**src/rtl/time_display_driver.sv**
```systemverilog
// Two-digit BCD seconds display driver: multiplexes a sampled time value onto a
// common-anode 7-segment pair with leading-zero blanking, warn blink and expiry.
module time_display_driver #(
    parameter int unsigned REFRESH_DIV = 50000,
    parameter int unsigned BLINK_DIV   = 12500000,
    parameter logic [7:0]  WARN_BCD    = 8'h10
) (
    input  logic       Clk,
    input  logic       Reset,
    input  logic [7:0] time_left,
    input  logic       time_up,
    output logic [6:0] seg_n,
    output logic [1:0] an_n,
    output logic       warn
);

    localparam int unsigned REF_W = (REFRESH_DIV > 1) ? $clog2(REFRESH_DIV) : 1;
    localparam int unsigned BLK_W = (BLINK_DIV > 1) ? $clog2(BLINK_DIV) : 1;
    localparam logic [REF_W-1:0] REF_LAST = REF_W'(REFRESH_DIV - 1);
    localparam logic [BLK_W-1:0] BLK_LAST = BLK_W'(BLINK_DIV - 1);
    localparam logic [6:0] SEG_BLANK = 7'h7F;

    typedef enum logic {
        SLOT_ONES = 1'b0,
        SLOT_TENS = 1'b1
    } slot_t;

    typedef enum logic [1:0] {
        MODE_NORMAL  = 2'd0,
        MODE_WARN    = 2'd1,
        MODE_EXPIRED = 2'd2
    } mode_t;

    logic [REF_W-1:0] refresh_cnt;
    logic [BLK_W-1:0] blink_cnt;
    logic             blink_on;
    logic [7:0]       snap;
    logic             up_snap;
    slot_t            slot_q;
    slot_t            slot_d;
    mode_t            mode;
    logic             refresh_wrap;
    logic             blink_wrap;
    logic [3:0]       digit;
    logic [1:0]       an_sel;
    logic [6:0]       seg_d;
    logic [1:0]       an_d;
    logic             warn_d;

    function automatic logic [6:0] enc7(input logic [3:0] d);
        case (d)
            4'd0:    enc7 = 7'b1000000;
            4'd1:    enc7 = 7'b1111001;
            4'd2:    enc7 = 7'b0100100;
            4'd3:    enc7 = 7'b0110000;
            4'd4:    enc7 = 7'b0011001;
            4'd5:    enc7 = 7'b0010010;
            4'd6:    enc7 = 7'b0000010;
            4'd7:    enc7 = 7'b1111000;
            4'd8:    enc7 = 7'b0000000;
            4'd9:    enc7 = 7'b0010000;
            default: enc7 = 7'b0111111;
        endcase
    endfunction

    assign refresh_wrap = (refresh_cnt == REF_LAST);
    assign blink_wrap   = (blink_cnt == BLK_LAST);

    // Slot state register
    always_ff @(posedge Clk or posedge Reset) begin
        if (Reset) begin
            slot_q <= SLOT_ONES;
        end else begin
            slot_q <= slot_d;
        end
    end

    // Counters and the per-pair snapshot (taken when tens slot hands back to ones)
    always_ff @(posedge Clk or posedge Reset) begin
        if (Reset) begin
            refresh_cnt <= '0;
            blink_cnt   <= '0;
            blink_on    <= 1'b1;
            snap        <= 8'h60;
            up_snap     <= 1'b0;
        end else begin
            refresh_cnt <= refresh_wrap ? '0 : refresh_cnt + REF_W'(1);
            blink_cnt   <= blink_wrap ? '0 : blink_cnt + BLK_W'(1);
            if (blink_wrap) begin
                blink_on <= ~blink_on;
            end
            if (refresh_wrap && (slot_q == SLOT_TENS)) begin
                snap    <= time_left;
                up_snap <= time_up;
            end
        end
    end

    // Next slot, mode decode and display pattern
    always_comb begin
        slot_d = slot_q;
        mode   = MODE_NORMAL;
        seg_d  = SEG_BLANK;
        an_d   = 2'b11;
        warn_d = 1'b0;
        digit  = (slot_q == SLOT_ONES) ? snap[3:0] : snap[7:4];
        an_sel = (slot_q == SLOT_ONES) ? 2'b10 : 2'b01;

        if (refresh_wrap) begin
            slot_d = (slot_q == SLOT_ONES) ? SLOT_TENS : SLOT_ONES;
        end

        if (up_snap || (snap == 8'h00)) begin
            mode = MODE_EXPIRED;
        end else if (snap < WARN_BCD) begin
            mode = MODE_WARN;
        end

        if (mode == MODE_EXPIRED) begin
            seg_d = enc7(4'd0);
            an_d  = an_sel;
        end else if ((mode == MODE_WARN) && !blink_on) begin
            seg_d = SEG_BLANK;
            an_d  = 2'b11;
        end else if ((slot_q == SLOT_TENS) && (snap[7:4] == 4'd0)) begin
            seg_d = SEG_BLANK;
            an_d  = 2'b11;
        end else begin
            seg_d = enc7(digit);
            an_d  = an_sel;
        end

        warn_d = (mode == MODE_WARN);
    end

    // Registered display outputs
    always_ff @(posedge Clk or posedge Reset) begin
        if (Reset) begin
            seg_n <= SEG_BLANK;
            an_n  <= 2'b11;
            warn  <= 1'b0;
        end else begin
            seg_n <= seg_d;
            an_n  <= an_d;
            warn  <= warn_d;
        end
    end

endmodule
```
**config.mk**
```make
export PLATFORM = sky130hd
export DESIGN_NAME = time_display_driver
export DESIGN_NICKNAME = d
export VERILOG_FILES = /design/src/rtl/time_display_driver.sv
export SDC_FILE = /design/constraint.sdc
export NUM_CORES = 1
export LEC_CHECK = 0
export CORE_MARGIN = 2
export CORE_UTILIZATION = 50
export CTS_CLUSTER_SIZE = 10
export DETAILED_ROUTE_END_ITERATION = 8
export HOLD_SLACK_MARGIN = 0.1
export PLACE_DENSITY = 0.69
export SETUP_SLACK_MARGIN = 0.5
export SLEW_MARGIN = 20
export SYNTH_ARGS = -nofsm -noshare
export SYNTH_HDL_FRONTEND = slang
export SYNTH_SLANG_ARGS = --single-unit
```
**constraint.sdc**
```tcl
create_clock -name Clk -period 4.69 [get_ports Clk]
set_input_delay 0.938 -clock Clk [delete_from_list [all_inputs] [get_ports Clk]]
set_output_delay 0.938 -clock Clk [all_outputs]
set_load 0.02 [all_outputs]
```
### After elaboration in Yosys (flattened, before gate mapping)

Memory sizes are Yosys's and may differ from the RTL's.
Index checks and enable logic that the tools add are counted.

| storage, ports and cells | value |
|---|---|
| bits in registers | 61 |
| memories kept | 1 |
| memory bits (read-only) | 112 |
| input port bits | 11 |
| word-level logic and storage cells | 38 |

Memories:

| memory | words | bits a word | read ports | clocked after Yosys merged registers in | wr ports | line | source |
|---|---|---|---|---|---|---|---|
| (name not given) | 16 | 7 | 1 | 0 | 0 | 51 | `case (d)` |

| cells by class | value |
|---|---|
| bitwise operators | 1 |
| reductions and logical operators | 7 |
| equality and inequality tests | 4 |
| order comparisons | 1 |
| multiplexer cells | 13 |
| add/sub/neg operators | 2 |

Operators with widths:

| cell | number |
|---|---|
| adder 24 x 1 -> 24 bit (second input constant) | 1 |
| == test 24 bit (second input constant) | 1 |
| 2-to-1 mux 24 bit | 1 |
| 2-to-1 mux 7 bit | 3 |
| adder 16 x 1 -> 16 bit (second input constant) | 1 |
| == test 16 bit (second input constant) | 1 |
| 2-to-1 mux 16 bit | 1 |
| 2-to-1 mux 2 bit | 5 |
| zero test 8 bit | 1 |
| less-than comparator 8 x 5 -> 1 bit (second input constant) | 1 |
| zero test 4 bit | 1 |
| 2-to-1 mux 4 bit | 1 |
| logical AND 1 bit | 3 |
| == test 2 x 1 -> 1 bit (second input constant) | 1 |
| == test 2 bit (second input constant) | 1 |
| 2-to-1 mux 1 bit | 2 |
| zero test 1 bit | 1 |
| logical OR 1 bit | 1 |
| NOT 1 bit | 1 |

### Longest topological paths before layout

Gate-level depths: netlist of the first run.

| depth | value |
|---|---|
| word-level depth | 7 |
| mapped depth | 8 |
| depth with buffers taken out | 7 |

### Least setup slack after synthesis of the first run

No wires, ideal clock.

| path | value |
|---|---|
| path kind | reg-to-reg |
| from | register refresh_cnt[5] |
| to | register snap[0] |
| cell stages (with the launch flop) | 5 |
| library setup time | 125 ps |
| clock period less this slack | 1805 ps |
| path buffers | 0 |
| arrival time | 1680 ps |
| data required time | 4565 ps |
| slack | 2885 ps |
| cells stage by stage | dfrtp_1 -> or4b_4 -> nor4_4 -> nand2_4 -> mux2_4 |

| on the way | value |
|---|---|
| longest elaborated chain between the ends | 2 |

RTL lines:

| what | line | source |
|---|---|---|
| from (decl) | 34 | `logic [REF_W-1:0] refresh_cnt;` |
| from (signal assigned) | 87 | `refresh_cnt <= refresh_wrap ? '0 : refresh_cnt + REF_W'(1);` |
| == test 16 bit | 66 | `assign refresh_wrap = (refresh_cnt == REF_LAST);` |
| logical AND 1 bit | 92 | `if (refresh_wrap && (slot_q == SLOT_TENS)) begin` |
| to (signal assigned) | 93 | `snap <= time_left;` |
| to (decl) | 37 | `logic [7:0] snap;` |

No other way between the ends.
A chain may end at the register's enable or synchronous reset.

### Worst setup path in the final report of the first run

| path | value |
|---|---|
| from | register an_n[1] |
| to | output an_n[1] |

RTL lines:

| what | line | source |
|---|---|---|
| from (decl) | 13 | `output logic [1:0] an_n,` |
| from (signal assigned) | 144 | `an_n <= an_d;` |

No word-level cell between the ends.

==> results.yml, run 1 <==
clock_network:
  clockRootBuffer: "clkbuf_8"
  cts_made_buffers: 9
  clk_pin_slew_worst_paths_ns: 0.07
  clock_latency_ns: 0.33
  cts.repair.resized: 0
  cts_tree: "yes"
  hold_buffers: 0
  clkSinkCount: 61
  cts_setup_buffers: 0
  ctsLongestPathBuffers: 2
  htree_num_levels: 3
logic_synthesis:
  synth_edf_count: 0
  yosysUniqueCellTypes: 43
  syn_inst: 279
  syn_nets: 298
  netlist_area_mm2: 0.00303
  yosys_warnings: 0
  ys_ff_latch: 61
  synth_ff_type: "dfrtp_1"
  ys_seq_area_share_pct: 50.8
  avgSynthCellArea_um2: 10.9
  synthArstFlopShare_pct: 100
route:
  wire_per_inst_um: 14.2
  first_pass_iters: 4
  drc: 0
  vias: 2107
  wl_um: 5450
  drtIter0Drc: 72
  via_per_inst: 5.50
  ant_nets: 0
timing:
  final_max_slew_viol_count: 0
  hold_viol_final: 0
  worst_pin_slew_ns: 1.03
  slew_headroom_pct: 31.2
  fin_crit_sh_pct: 51.1
  rsz0062_at_grt: "false"
  setup_viol: 0
  period_needed_ns: 2.40
  finClkSkew_ns: 0.00351
  max_freq_ghz: 0.417
  setup-tns-final_ns: 0
min_path:
  hp-class: "reg -> reg"
worst_setup_path:
  ff2ff_setup_slack_ns: 2.31
  slowest_delay_ns: 0.60
  crit_buf_inv: 1
  worst_setup_path_start_kind: "flop"
  critPathKind: "reg -> out"
  required_ns: 3.75
  cpMaxStageDelayCell: "clkdlybuf4s50_1"
  path_cells: "clkdlybuf4s50_1"
  arrival_ns: 1.46
  crit_fanout: 1
  crit_path_end_kind: "output port"
  cp_top_family: "buffers and inverters"
finish:
  design_area_mm2: 0.00351
  finalNonFillerCells: 383
  drive_gt1_share_pct: 14.6
  area_delta_synth_final_pct: 15.8
  n_antenna_cell: 0
  nets: 322
floorplan:
  initial_core_util_pct: 51.5
  ioPinCount: 21
  floorplan.rows: 28
  dieArea_mm2: 0.00670
  core-area_mm2: 0.00589
  die_height_um: 81.9
  die_w_um: 81.9
global_routing:
  antenna_found_initial: 0
  grtUsageTotal_pct: 19.4
  grt_max_degree: 41
  grt_pass1_vias: 2133
  grt_remaining_overflow: 0
  grt_pass1_wl_um: 9820
placement:
  port_buffers: 20
  gp_congestion: 0.785
  hpwl_um: 3800
  place_area_mm2: 0.00330
  placed_cells: 367
job:
  cap_violations: 0
power_and_ir_drop:
  switching_power_w: 0.000239
  vdd_drop_max_mv: 0.237
  clockPowerShare_pct: 44.4
  swShare_pct: 21.8
  pwr-share-seq_pct: 49.8
  p_int_w: 0.000859
  p_leak_nw: 1.53
  power.density_mw_per_mm2: 313
  combPwrFrac_pct: 5.8
status:
  status: "finished, final reports clean"
[Yosys cell counts (all sizes together) (3+ instances only)]
cell type | n | area (µm²)
inv | 13 | 48.8
dfrtp | 49 | 1230
nand2b | 3 | 18.8
xor2 | 13 | 114
nor2 | 21 | 78.8
ha | 8 | 100
o21ai | 14 | 70.1
clkbuf | 4 | 15.0
xnor2 | 14 | 123
mux2i | 9 | 90.1
and4 | 6 | 52.6
or3 | 8 | 50.1
nand4 | 13 | 81.3
dfstp | 12 | 315
nor3 | 4 | 20.0
a21oi | 11 | 55.1
nand2 | 12 | 52.6
nor4 | 6 | 52.6
and2 | 3 | 18.8
mux2 | 10 | 146
nand3 | 18 | 90.1
buf | 4 | 20.0
[placed cells by master, fill, tap and decap left out, types with 2 or more instances in the layout]
| cell type | n |
|---|---|
| o211ai_1 | 2 |
| clkdlybuf4s50_1 | 20 |
| nand3_1 | 18 |
| nand2b_1 | 3 |
| and2_1 | 2 |
| ha_1 | 8 |
| dfrtp_1 | 49 |
| or3_1 | 8 |
| nor3_1 | 4 |
| nor2b_1 | 2 |
| xnor2_1 | 14 |
| o21ai_0 | 14 |
| o31ai_1 | 2 |
| a21oi_1 | 11 |
| dfstp_2 | 12 |
| and4_1 | 6 |
| clkbuf_8 | 12 |
| nor4_1 | 5 |
| nor4b_1 | 2 |
| nand2_1 | 11 |
| nor2_1 | 21 |
| nand4_1 | 13 |
| a31oi_1 | 2 |
| a31o_2 | 2 |
| xor2_1 | 13 |
| mux2i_1 | 9 |
| mux2_4 | 9 |
| nor3b_1 | 2 |
| inv_1 | 12 |
[through the flow]
| step | setup slack (ns) | power (W) | hold slack (ns) | utilization (%) |
|---|---|---|---|---|
| after CTS | 2.27 | 0.00111 | 0.482 | 59.6 |
| final | 2.29 | 0.00110 | 0.476 | 59.6 |
| after global routing | 2.14 | 0.00114 | 0.514 | 59.6 |
| after floorplan | 2.26 | 0.000592 | 0.448 | - |
| after global placement | 2.34 | 0.000620 | 0.468 | 56.0 |
| after detailed placement | 2.31 | 0.000621 | 0.473 | 56.0 |
[kinds of logic (layout without fill, tap and decap cells)]
family	after synthesis	in the layout	share of synthesized area [%]
AND/OR/NAND/NOR	105	105	20.0
flip-flops	61	61	50.8
AO/OA/AOI/OAI	38	38	7.51
XOR/XNOR	27	27	7.80
buffers and inverters	21	50	2.77
multiplexers	19	19	7.80
adder cells (fa/ha/maj)	8	8	3.30
[power by group through the flow]
stage | combinational, W | sequential, W | clock [W]
2_1_floorplan | 0.0000308 | 0.000562 | 0
3_3_place_gp | 0.0000636 | 0.000556 | 0
3_5_place_dp | 0.0000644 | 0.000556 | 0
4_1_cts | 0.0000647 | 0.000547 | 0.000499
5_1_grt | 0.0000711 | 0.000548 | 0.000524
6_report | 0.0000635 | 0.000547 | 0.000488
[layer usage]
metal  wire [µm]  share of wire, %  track usage, %  vias to the layer above
met2        2510                46            29.1                       27
met5           0                 0               0                        -
li1            -                 -               -                     1041
met1        2660                49            26.4                     1030
met3         200               3.7            3.85                        9
met4          82               1.5            10.5                        0
[worst register-to-register path: cells and delay by family (launching register included)]
kind          cells  cell delay [ns]
fa+ha+maj         1             0.23
flops             1             0.39
simple gates      3             1.30
mux               1             0.35
[path summary, 6_finish.rpt]
| check | start | to | cells after the start |
|---|---|---|---|
| worst max-delay path | an_n[1] | an_n[1] | 1 |
| worst min-delay path | blink_cnt[0] | blink_cnt[0] | 1 |
| worst max register to register | refresh_cnt[0] | snap[3] | 5 |
| worst min register to register | blink_cnt[0] | blink_cnt[0] | 1 |
| max in group asynchronous | Reset | seg_n[4] | 3 |
| min in group asynchronous | Reset | blink_cnt[20] | 2 |
[layout make-up]
class / count / area, µm²
well taps: 75 / 93.8
clock inverters: 3 / 42.5
flip-flops and latches: 61 / 1540
fillers: 506 / 2380
clock buffers: 13 / 169
repair buffers: 21 / 208
multi-input cells: 197 / 1410
inverters: 13 / 48.8
[state kept, by name (all words and copies together), names as in the netlist]
register and cells:
refresh_cnt 16, warn 1, blink_cnt 24, blink_on 1, up_snap 1, slot_q 1
seg_n 7, snap 8, an_n 2
(Power assumes the default switching activity.)
==> run 2, diff against run 1 <==
clock period = 2.43 ns   (was 4.69 ns; I/O delays follow)
==> results.yml, run 2 (synthesis gave the netlist of run 1 again) <==
status:
  status: "finished, final reports clean"
worst_setup_path:
  arrival_ns: 2.16
  r2r_cells: 5
  critPathKind: "reg -> reg"
  worst_setup_path_start_kind: "flop"
  rr_startpoint: "refresh_cnt[5]"
  crit_path_end: "snap[0]"
  crit_fanout: 5
  required_ns: 2.64
  worst_r2r_endpoint: "snap[0]"
  crit_path_start: "refresh_cnt[5]"
  crit_path_end_kind: "flop"
  ff2ff_setup_slack_ns: 0.49
floorplan:
  floorplan.rows: 28
  die_w_um: 81.9
  dieArea_mm2: 0.00670
  ioPinCount: 21
  core-area_mm2: 0.00589
  die_height_um: 81.9
  initial_core_util_pct: 51.5
timing:
  fin_crit_sh_pct: 80.0
  rsz0062_at_grt: "true"
  hold_viol_final: 0
  setup-tns-final_ns: 0
  slew_headroom_pct: 63.3
  holdWs_ns: 0.483
  period_needed_ns: 1.94
  final_max_slew_viol_count: 0
  finClkSkew_ns: 0.00659
  setup_viol: 0
  max_freq_ghz: 0.514
  worst_pin_slew_ns: 0.551
clock_network:
  clk_pin_slew_worst_paths_ns: 0.06
  clock_latency_ns: 0.33
  clockRootBuffer: "clkbuf_8"
  clkSinkCount: 61
  cts_tree: "yes"
  htree_num_levels: 3
  cts_made_buffers: 9
  hold_buffers: 0
  ctsLongestPathBuffers: 2
finish:
  reg.largest.list: "blink_cnt x24, refresh_cnt x16, snap x8"
  n_antenna_cell: 0
  final_cell_mix: "dfrtp_1, nor2_1, nand3_1, o21ai_0, xnor2_1"
  design_area_mm2: 0.00364
  finalNonFillerCells: 392
  largest_reg_flops: 24
  nets: 332
  top_register: "blink_cnt"
  drive_gt1_share_pct: 19.9
  area_delta_synth_final_pct: 20.1
  final_common_cell: "dfrtp_1"
  fill_cells: 489
route:
  drtIter0Drc: 115
  ant_nets: 0
  vias: 2193
  drc: 0
  wl_um: 5700
  wire_per_inst_um: 14.5
  first_pass_iters: 4
  via_per_inst: 5.59
power_and_ir_drop:
  power.density_mw_per_mm2: 554
  p_leak_nw: 1.60
  p_total_w: 0.00202
  vdd_drop_max_mv: 0.356
min_path:
  hp-class: "reg -> reg"
placement:
  gp_congestion: 0.822
  hpwl_um: 3770
  placed_cells: 370
  place_area_mm2: 0.00334
  port_buffers: 20
global_routing:
  grt_pass1_vias: 2123
  grt_max_degree: 62
  grtUsageTotal_pct: 18.9
  antenna_found_initial: 0
  grt_pass1_wl_um: 9630
  grt_remaining_overflow: 0
job:
  cap_violations: 0
==> run 2: layer usage <==
layer / wire length (µm) / global-route usage, % / share of wire (%) / vias up
li1: - / - / - / 1068
met1: 2730 / 25.9 / 48 / 1080
met2: 2690 / 28.5 / 47 / 37
met3: 211 / 5.93 / 3.7 / 8
met4: 68 / 6.50 / 1.2 / 0
met5: 0 / 0 / 0 / -
==> run 2: repair_timing <==
action / CTS / global route
endpoints found under the setup margin: 17 / 38
gates cloned: 1 / 0
setup buffers: 2 / 4
gates resized for setup: 9 / 16
pin swaps: 2 / 4
==> run 2: worst min-delay path by stage <==
stage / startpoint / endpoint / cells past startpoint / slack (ns)
final: refresh_cnt[0] / refresh_cnt[0] / 1 / 0.48
after global routing: refresh_cnt[0] / refresh_cnt[0] / 1 / 0.52
after CTS: refresh_cnt[0] / refresh_cnt[0] / 1 / 0.49
after detailed placement: blink_cnt[0] / blink_cnt[0] / 1 / 0.48
after global placement: blink_cnt[0] / blink_cnt[0] / 1 / 0.46
after floorplan: blink_cnt[0] / blink_cnt[0] / 1 / 0.45
==> run 2: area by class of cell <==
type                            count  area (µm²)  area share (%)
Sequential cell                    61        1540            42.4
Multi-Input combinational cell    198        1470            40.4
Timing Repair Buffer               30         292            8.01
Clock buffer                       14         183            5.02
Tap cell                           75        93.8            2.58
Inverter                           13        52.6            1.44
Clock inverter                      1        5.00           0.137
==> run 2: through the flow <==
stage               util (%)  setup slack (ns)
floorplan                  -             0.625
global placement        56.7             0.399
detailed placement      56.7             0.382
CTS                     60.2             0.504
global route            61.9             0.444
finish                  61.9             0.485
==> run 2: power by group <==
part	leakage (nW)	switching, W	internal (W)
clock	0.0986	0.000365	0.000475
combinational	0.736	0.0000637	0.0000573
sequential	0.763	0.0000150	0.00104
total	1.60	0.000444	0.00157
==> run 2: critical path: stages, from the launching register on <==
cell and delay (ns):
dfrtp_1 0.41, or4b_4 0.56, nor4_4 0.29, buf_6 0.19, nand2_8 0.08, mux2_4 0.30
